`src/rtl/cpu_branch_pkg.sv`:
```
// Shared branch/flag definitions for the CPU pipeline's branch resolution logic.
package cpu_branch_pkg;

  typedef enum logic [2:0] {
    BR_NONE = 3'b000,
    BR_B    = 3'b001,
    BR_CBZ  = 3'b010,
    BR_EQ   = 3'b011,
    BR_NE   = 3'b100,
    BR_LT   = 3'b101,
    BR_GE   = 3'b110,
    BR_RSVD = 3'b111
  } br_type_t;

  localparam int FLAG_N = 3;
  localparam int FLAG_Z = 2;
  localparam int FLAG_C = 1;
  localparam int FLAG_V = 0;

  typedef enum logic {
    ST_IDLE,
    ST_SQUASH
  } squash_state_t;

  function automatic logic is_flag_branch(input br_type_t br);
    return (br == BR_EQ) || (br == BR_NE) || (br == BR_LT) || (br == BR_GE);
  endfunction

  function automatic logic is_real_branch(input br_type_t br);
    return (br != BR_NONE) && (br != BR_RSVD);
  endfunction

endpackage

```
`src/rtl/flag_branch_unit_cond_eval.sv`:
```
// Purely combinational branch condition evaluator: flags + branch type + CBZ zero -> taken.
module cond_eval
  import cpu_branch_pkg::*;
(
  input  logic [3:0] flags,
  input  br_type_t   br_type,
  input  logic       cbz_zero,
  output logic       taken
);

  always_comb begin
    taken = 1'b0;
    case (br_type)
      BR_B:    taken = 1'b1;
      BR_CBZ:  taken = cbz_zero;
      BR_EQ:   taken = flags[FLAG_Z];
      BR_NE:   taken = !flags[FLAG_Z];
      BR_LT:   taken = flags[FLAG_N] != flags[FLAG_V];
      BR_GE:   taken = flags[FLAG_N] == flags[FLAG_V];
      default: taken = 1'b0;
    endcase
  end

endmodule

```
`src/rtl/flag_branch_unit.sv`:
```
// Flag register, branch decision register and squash window for the ID stage.
// Optional macro FLAG_FORWARD_EN: forward EX flags to same-cycle branches instead of stalling.
module flag_branch_unit
  import cpu_branch_pkg::*;
#(
  parameter int DATA_WIDTH    = 16,
  parameter int SQUASH_CYCLES = 2
) (
  input  logic                  clk,
  input  logic                  reset,
  input  logic                  ex_valid,
  input  logic                  ex_set_flags,
  input  logic [DATA_WIDTH-1:0] ex_result,
  input  logic                  ex_carry,
  input  logic                  ex_overflow,
  input  logic                  id_valid,
  input  logic [2:0]            id_br_type,
  input  logic [DATA_WIDTH-1:0] id_cbz_value,
  input  logic                  stall,
  input  logic                  flush,
  output logic [3:0]            flags_out,
  output logic                  br_valid,
  output logic                  br_taken,
  output logic                  squash_out,
  output logic                  hazard_stall
);

  localparam logic [2:0] SQUASH_LOAD = 3'(SQUASH_CYCLES);

  br_type_t      br_type;
  squash_state_t state, state_next;
  logic [2:0]    count, count_next;
  logic [3:0]    flags_q, ex_flags, eval_flags;
  logic          flag_write, can_decide, hazard, decide, taken;

  assign br_type    = br_type_t'(id_br_type);
  assign flag_write = ex_valid & ex_set_flags;

  always_comb begin
    ex_flags         = '0;
    ex_flags[FLAG_N] = ex_result[DATA_WIDTH-1];
    ex_flags[FLAG_Z] = (ex_result == '0);
    ex_flags[FLAG_C] = ex_carry;
    ex_flags[FLAG_V] = ex_overflow;
  end

  // The instruction behind a registered taken branch is wrong-path, so it never decides.
  assign can_decide = id_valid & is_real_branch(br_type) & (state == ST_IDLE) & !br_taken;
  assign hazard     = can_decide & is_flag_branch(br_type) & flag_write;

`ifdef FLAG_FORWARD_EN
  assign eval_flags   = flag_write ? ex_flags : flags_q;
  assign hazard_stall = 1'b0;
  assign decide       = can_decide;
`else
  assign eval_flags   = flags_q;
  assign hazard_stall = hazard;
  assign decide       = can_decide & !hazard;
`endif

  cond_eval u_cond_eval (
    .flags    (eval_flags),
    .br_type  (br_type),
    .cbz_zero (id_cbz_value == '0),
    .taken    (taken)
  );

  always_ff @(posedge clk or posedge reset) begin
    if (reset) begin
      flags_q <= '0;
    end else if (!flush && !stall && flag_write) begin
      flags_q <= ex_flags;
    end
  end

  always_ff @(posedge clk or posedge reset) begin
    if (reset) begin
      br_valid <= 1'b0;
      br_taken <= 1'b0;
    end else if (flush) begin
      br_valid <= 1'b0;
      br_taken <= 1'b0;
    end else if (!stall) begin
      br_valid <= decide;
      br_taken <= decide & taken;
    end
  end

  always_ff @(posedge clk or posedge reset) begin
    if (reset) begin
      state <= ST_IDLE;
      count <= '0;
    end else if (flush) begin
      state <= ST_IDLE;
      count <= '0;
    end else if (!stall) begin
      state <= state_next;
      count <= count_next;
    end
  end

  // Counter holds the remaining squash cycles including the current one.
  always_comb begin
    state_next = state;
    count_next = count;
    case (state)
      ST_IDLE: begin
        if (br_taken) begin
          state_next = ST_SQUASH;
          count_next = SQUASH_LOAD;
        end
      end
      ST_SQUASH: begin
        if (count <= 3'd1) begin
          state_next = ST_IDLE;
          count_next = '0;
        end else begin
          count_next = count - 3'd1;
        end
      end
      default: begin
        state_next = ST_IDLE;
        count_next = '0;
      end
    endcase
  end

  assign squash_out = (state == ST_SQUASH);
  assign flags_out  = flags_q;

endmodule

```
`config.mk`:
```
export PLATFORM = sky130hd
export DESIGN_NAME = flag_branch_unit
export DESIGN_NICKNAME = d
export VERILOG_FILES = /design/src/rtl/cpu_branch_pkg.sv /design/src/rtl/flag_branch_unit_cond_eval.sv /design/src/rtl/flag_branch_unit.sv
export SDC_FILE = /design/constraint.sdc
export NUM_CORES = 1
export LEC_CHECK = 0
export BUFFER_PORTS_ARGS = -buffer_cell sky130_fd_sc_hd__clkbuf_2
export CORE_MARGIN = 2
export CORE_UTILIZATION = 38
export CTS_BUF_LIST = sky130_fd_sc_hd__clkbuf_16
export DETAILED_ROUTE_END_ITERATION = 8
export PLACE_DENSITY = 0.77
export SLEW_MARGIN = 20
export SYNTH_ARGS = -nofsm -noshare
export SYNTH_HDL_FRONTEND = slang
export SYNTH_HIERARCHICAL = 1
export SYNTH_SLANG_ARGS = --single-unit
```
`constraint.sdc`:
```
create_clock -name clk -period 1.9 [get_ports clk]
set_input_delay 0.38 -clock clk [delete_from_list [all_inputs] [get_ports clk]]
set_output_delay 0.38 -clock clk [all_outputs]
set_load 0.1 [all_outputs]
```
==> results of run 1 <==
-- cell usage in the layout, fill, tap and decap left out, types with 2 or more instances in the layout --
master	netlist	routed
dfrtp_4	0	2
inv_1	4	4
nor2b_1	2	2
a211oi_1	2	2
mux2i_1	2	2
nand2_1	6	6
nor4_1	8	8
o21ai_0	2	2
nor2_1	5	5
buf_4	0	4
mux2_1	3	3
dfrtp_1	10	8
clkbuf_16	0	3
ha_1	2	2
o41ai_1	2	2
clkbuf_2	0	50
-- final timing paths --
path                              startpoint           end  slack (ns)  cells past startpoint
worst max register to register  flags_out[0]      br_taken        0.18                      5
min in group clk                 ex_overflow  flags_out[0]        0.36                      2
worst min register to register  flags_out[1]  flags_out[1]        0.49                      1
worst min-delay path                   reset      count[2]         0.1                      2
worst max-delay path              squash_out  hazard_stall       -0.05                      3
max in group asynchronous              reset    squash_out        1.49                      2
-- registers in the layout, summed over array words and instances, names as in the netlist --
register / flops
flags_out: 4
br_valid: 1
br_taken: 1
squash_out: 1
count: 3
-- power by group --
part	leakage, nW	internal (mW)	switching, mW
clock network	0.0385	0.276	0.0979
logic	0.360	0.0938	0.205
registers	0.129	0.234	0.0134
total	0.528	0.603	0.316
-- through the flow --
stage	util, %	power (mW)	std cells	setup WS (ns)
CTS	64.3	0.926	154	-0.115
global placement	58.4	0.542	147	0.0954
global route	64.8	0.961	155	-0.0830
finish	64.8	0.919	155	-0.0534
floorplan	-	0.460	71	-0.421
detailed placement	58.4	0.546	147	-0.0443
-- layout make-up --
| cell class | count | area (um2) |
|---|---|---|
| flip-flops and latches | 10 | 258 |
| well taps | 25 | 31.3 |
| repair buffers | 55 | 300 |
| clock inverters | 1 | 3.75 |
| clock buffers | 3 | 75.1 |
| fillers | 155 | 602 |
| multi-input cells | 57 | 423 |
| inverters | 4 | 15.0 |
-- logic make-up (layout without fill, tap and decap cells) --
family                   after synthesis  count (layout)  share of synthesized area [%]
XOR/XNOR                               1               1                           1.29
adder cells (fa/ha/maj)                2               2                           3.68
multiplexers                           6               6                           10.1
flip-flops                            10              10                           36.8
AO/OA/AOI/OAI                         14              14                           16.9
buffers and inverters                  4              63                           2.21
AND/OR/NAND/NOR                       34              34                           29.0
-- repair_timing --
action	CTS	global route
endpoints found under the setup margin	1	2
gates cloned	0	0
setup buffers	3	1
pin swaps	2	1
-- layer usage --
layer | global-route usage, % | up-vias | share of wire [%]
met1 | 21.7 | 350 | 42
met2 | 34.7 | 37 | 49
li1 | - | 390 | -
met5 | 0 | - | 0
met4 | 8.57 | 0 | 0.72
met3 | 5.49 | 2 | 8.2
==> impl_metrics.env, run 1 <==
export IMPL_status="complete, but fails checks"
export IMPL_violations="setup timing"
export IMPL_synthTopCellsByArea="dfrtp_1 37%, nor4_1 7.4%, mux2_1 5.0%"
export IMPL_synth_edf_count=0
export IMPL_cts_resized=0
export IMPL_syn_area_per_cell_um2=9.59
export IMPL_synthArstFlopShare_pct=100
export IMPL_synth_most_common_cell="dfrtp_1"
export IMPL_syn_inst=71
export IMPL_first_iter_violations=7
export IMPL_endpoint_kind="output pin"
export IMPL_whs_ns=0.0988
export IMPL_hold_class="primary input to async pin"
export IMPL_fin_setup_tns_ns=-0.0534
export IMPL_synth_flop_cell="dfrtp_1"
export IMPL_h_tree_depth=1
export IMPL_crit_family="flip-flops"
export IMPL_place_area_um2=997
export IMPL_syn_nets=117
export IMPL_yosysTopAreaCell="dfrtp_1"
export IMPL_worstPathCellList="or3b_4 > a211oi_4 > buf_12"
export IMPL_hold_buffers=0
export IMPL_critPathMaxFanout=3
export IMPL_clock_sinks=10
export IMPL_peakVddDrop_v=0.000553
export IMPL_ys_warnings_count=6
export IMPL_synth_top_area_share_pct=36.8
export IMPL_die_area_mm2=0.00215
export IMPL_clk_path_buf_depth=2
export IMPL_vias=779
export IMPL_slew_headroom_pct=63.8
export IMPL_tritoncts="yes"
export IMPL_max_freq_mhz=512
export IMPL_finalHoldViolCount=0
export IMPL_io_pins=52
export IMPL_dpl_hpwl_um=1450
export IMPL_synth_common_cells="10 x dfrtp_1, 8 x nor4_1, 6 x nand2_1"
export IMPL_syn_to_final_growth_pct=62.5
export IMPL_globalRouteOverflowTotal=0
export IMPL_die_height_um=46.3
export IMPL_finalCriticalPeriod_ns=1.95
export IMPL_start_util_pct=39.9
export IMPL_rows=15
export IMPL_cp_start_kind="flop"
export IMPL_cts_buffers=3
export IMPL_root_buffer="clkbuf_16"
export IMPL_wl_um=1800
export IMPL_portBuffers=51
export IMPL_die_x_um=46.3
export IMPL_grt_pass1_wl_um=2930
export IMPL_final_setup_viol_count=1
export IMPL_cp_required_ns=1.52
export IMPL_vias_per_cell=5.03
export IMPL_diodes=0
export IMPL_ys_ff_latch=10
export IMPL_seq_area_frac_synth_pct=36.8
export IMPL_clk_latency_ns=0.23
export IMPL_grt_pass1_vias=757
export IMPL_critical_path_class="flop to output pin"
export IMPL_worst_slack_ns=-0.0534
export IMPL_dr_pass1_iters=4
export IMPL_power_density_mw_per_mm2=831
export IMPL_grt_usage_pct=19.7
export IMPL_cap_violations=0
export IMPL_post_route_period_util_pct=103
export IMPL_total_leakage_power_nw=0.528
export IMPL_nets=177
export IMPL_core_mm2=0.00171
export IMPL_finalInstanceArea_mm2=0.00111
export IMPL_grt_max_degree=11
export IMPL_clk_pin_slew_ns=0.04
export IMPL_drv_slew=0
export IMPL_drive_gt1_share_pct=53.1
export IMPL_max_stage_delay_ns=0.46
export IMPL_routabilityCongestion=0.825
export IMPL_netlist_area_um2=681
export IMPL_antenna_found_initial=0
export IMPL_skew_ns=0.00173
export IMPL_tightest_slew_ns=0.545
export IMPL_ant_nets=0
export IMPL_cp_arrival_ns=1.57
export IMPL_synth_cell_types=34
export IMPL_remaining_drc_errors=0
export IMPL_wl_per_cell_um=11.6
export IMPL_rsz0062_at_grt="true"
export IMPL_cp_slowest_cell="dfrtp_4"
export IMPL_critPathBufInv=1
No activity file was read; power rests on OpenSTA's default activity.
==> run 2, diff against run 1 <==
Settings changed: BUFFER_PORTS_ARGS -buffer_cell sky130_fd_sc_hd__clkbuf_2 to not set, CORE_AREA set to 2 2 39 41, CORE_MARGIN 2 to not set, CORE_UTILIZATION 38 to not set, DIE_AREA set to 0 0 41 43, DONT_BUFFER_PORTS set to 1, PLACE_DENSITY 0.77 to 0.66.
==> run 2 against run 1 <==
Compared with the run above:
- the run still ends with setup timing left
- clock-buffer cell count unchanged
- core utilization is 2.6 points lower
- maximum frequency rose by 1.8%
- critical path type unchanged
- sequential share of layout area grew 6.7 points
==> impl_metrics.env, run 2 (synthesized netlist as in run 1, its figures left out) <==
export IMPL_status="complete, but fails checks"
export IMPL_violations="setup timing"
export IMPL_globalRouteOverflowTotal=0
export IMPL_cp_required_ns=1.52
export IMPL_grtUsageMet3_pct=4.71
export IMPL_syn_to_final_growth_pct=26.3
export IMPL_power_mw=0.861
export IMPL_die_x_um=41
export IMPL_worstReg2RegEnd="br_taken"
export IMPL_root_buffer="clkbuf_16"
export IMPL_hold_class="primary input to async pin"
export IMPL_cp_arrival_ns=1.54
export IMPL_first_iter_violations=1
export IMPL_skew_ns=0.000497
export IMPL_tritoncts="yes"
export IMPL_core_mm2=0.00138
export IMPL_worst_slack_ns=-0.0189
export IMPL_clock_sinks=10
export IMPL_reg2reg_depth=5
export IMPL_finish_utilization_pct=62.1
export IMPL_start_util_pct=49.2
export IMPL_clk_latency_ns=0.23
export IMPL_clk_pin_slew_ns=0.04
export IMPL_vias_per_cell=6.20
export IMPL_critPathMaxFanout=3
export IMPL_antenna_found_initial=0
export IMPL_reg2reg_slack_ns=0.27
export IMPL_post_route_period_util_pct=101
export IMPL_wl_per_cell_um=14.6
export IMPL_remaining_drc_errors=0
export IMPL_grt_pass1_wl_um=2280
export IMPL_drive_gt1_share_pct=25.6
export IMPL_wl_um=1430
export IMPL_grt_usage_pct=19.0
export IMPL_endpoint_kind="output pin"
export IMPL_critical_path_class="flop to output pin"
export IMPL_power_density_mw_per_mm2=1000
export IMPL_diodes=0
export IMPL_finalCriticalPeriod_ns=1.92
export IMPL_nets=129
export IMPL_rsz0062_at_grt="true"
export IMPL_total_leakage_power_nw=0.328
export IMPL_finalInstanceArea_um2=860
export IMPL_grt_pass1_vias=619
export IMPL_finalHoldViolCount=0
export IMPL_busiest_layer="met2"
export IMPL_largest_reg_flops=4
export IMPL_cts_buffers=3
export IMPL_tightest_slew_ns=0.889
export IMPL_h_tree_depth=1
export IMPL_place_area_um2=781
export IMPL_slew_headroom_pct=40.8
export IMPL_post_place_ws_ns=0.139
export IMPL_routabilityCongestion=0.734
export IMPL_ant_nets=0
export IMPL_io_pins=52
export IMPL_clk_path_buf_depth=2
export IMPL_vias=608
export IMPL_final_setup_viol_count=1
export IMPL_fin_setup_tns_ns=-0.0189
export IMPL_cap_violations=0
export IMPL_stdcell_count=98
export IMPL_dpl_hpwl_um=1200
export IMPL_final_cell_mix="8 x nor4_1, 8 x dfrtp_1, 6 x nand2_1, 6 x buf_4, 5 x nor2_1"
export IMPL_drv_slew=0
export IMPL_die_area_mm2=0.00176
export IMPL_place_inst=94
export IMPL_grtUsageMet1_pct=19.3
export IMPL_timing_rr_start="flags_out[0]"
export IMPL_use_met2_pct=33.4
export IMPL_rows=14
export IMPL_multi_input_area_um2=423
export IMPL_fillers=120
export IMPL_grt_max_degree=11
export IMPL_cp_start_kind="flop"
export IMPL_dr_pass1_iters=4
export IMPL_die_height_um=43
export IMPL_max_freq_mhz=521
export IMPL_peakVddDrop_v=0.000606
export IMPL_seq_area_um2=258
export IMPL_portBuffers=0
export IMPL_whs_ns=0.0143
export IMPL_post_cts_buffers=0
## run 2: changes by cell type in the layout (fill, tap and decap cells not counted), sizes merged
cell / before / now
buf: 5 / 7
clkbuf: 53 / 3
## run 2: what timing repair did
item,CTS,global route
setup endpoints to repair,1,1
hold endpoints to repair,0,0
hold buffers,0,0
cloned,0,0
resized for setup,0,0
## run 2: cell type report
cell class	instances	share of cell area, %
repair buffers	7	7.57
clock inverters	1	0.437
well taps	16	2.33
clock buffers	3	8.73
flip-flops and latches	10	30.0
multi-input cells	57	49.2
inverters	4	1.75
## run 2: critical path: stages (launching register included)
cell      delay, ns
dfrtp_4        0.46
or3b_4         0.43
a211oi_4       0.20
buf_12         0.21
## run 2: worst max path at each step
stage / start / to / depth (start not counted) / slack, ns
floorplan: br_taken / hazard_stall / 2 / -0.42
global placement: id_cbz_value[2] / br_taken / 7 / 0.18
detailed placement: id_cbz_value[2] / br_taken / 7 / 0.14
CTS: br_taken / hazard_stall / 3 / -0.02
global route: br_taken / hazard_stall / 3 / -0.05
finish: br_taken / hazard_stall / 3 / -0.02
## run 2: per-layer routing
metal,up-vias,part of all wire [%],wire length [um]
li1,293,-,-
met1,275,37,529
met2,38,52,741
met3,2,10,142
met4,0,0.98,14
met5,-,0,0
## run 2: power by group
part	internal [mW]	switching, mW	leakage (nW)	total, mW
combinational	0.0657	0.148	0.160	0.214
clock	0.275	0.0919	0.0385	0.367
sequential	0.233	0.0470	0.129	0.280
total	0.574	0.287	0.328	0.861
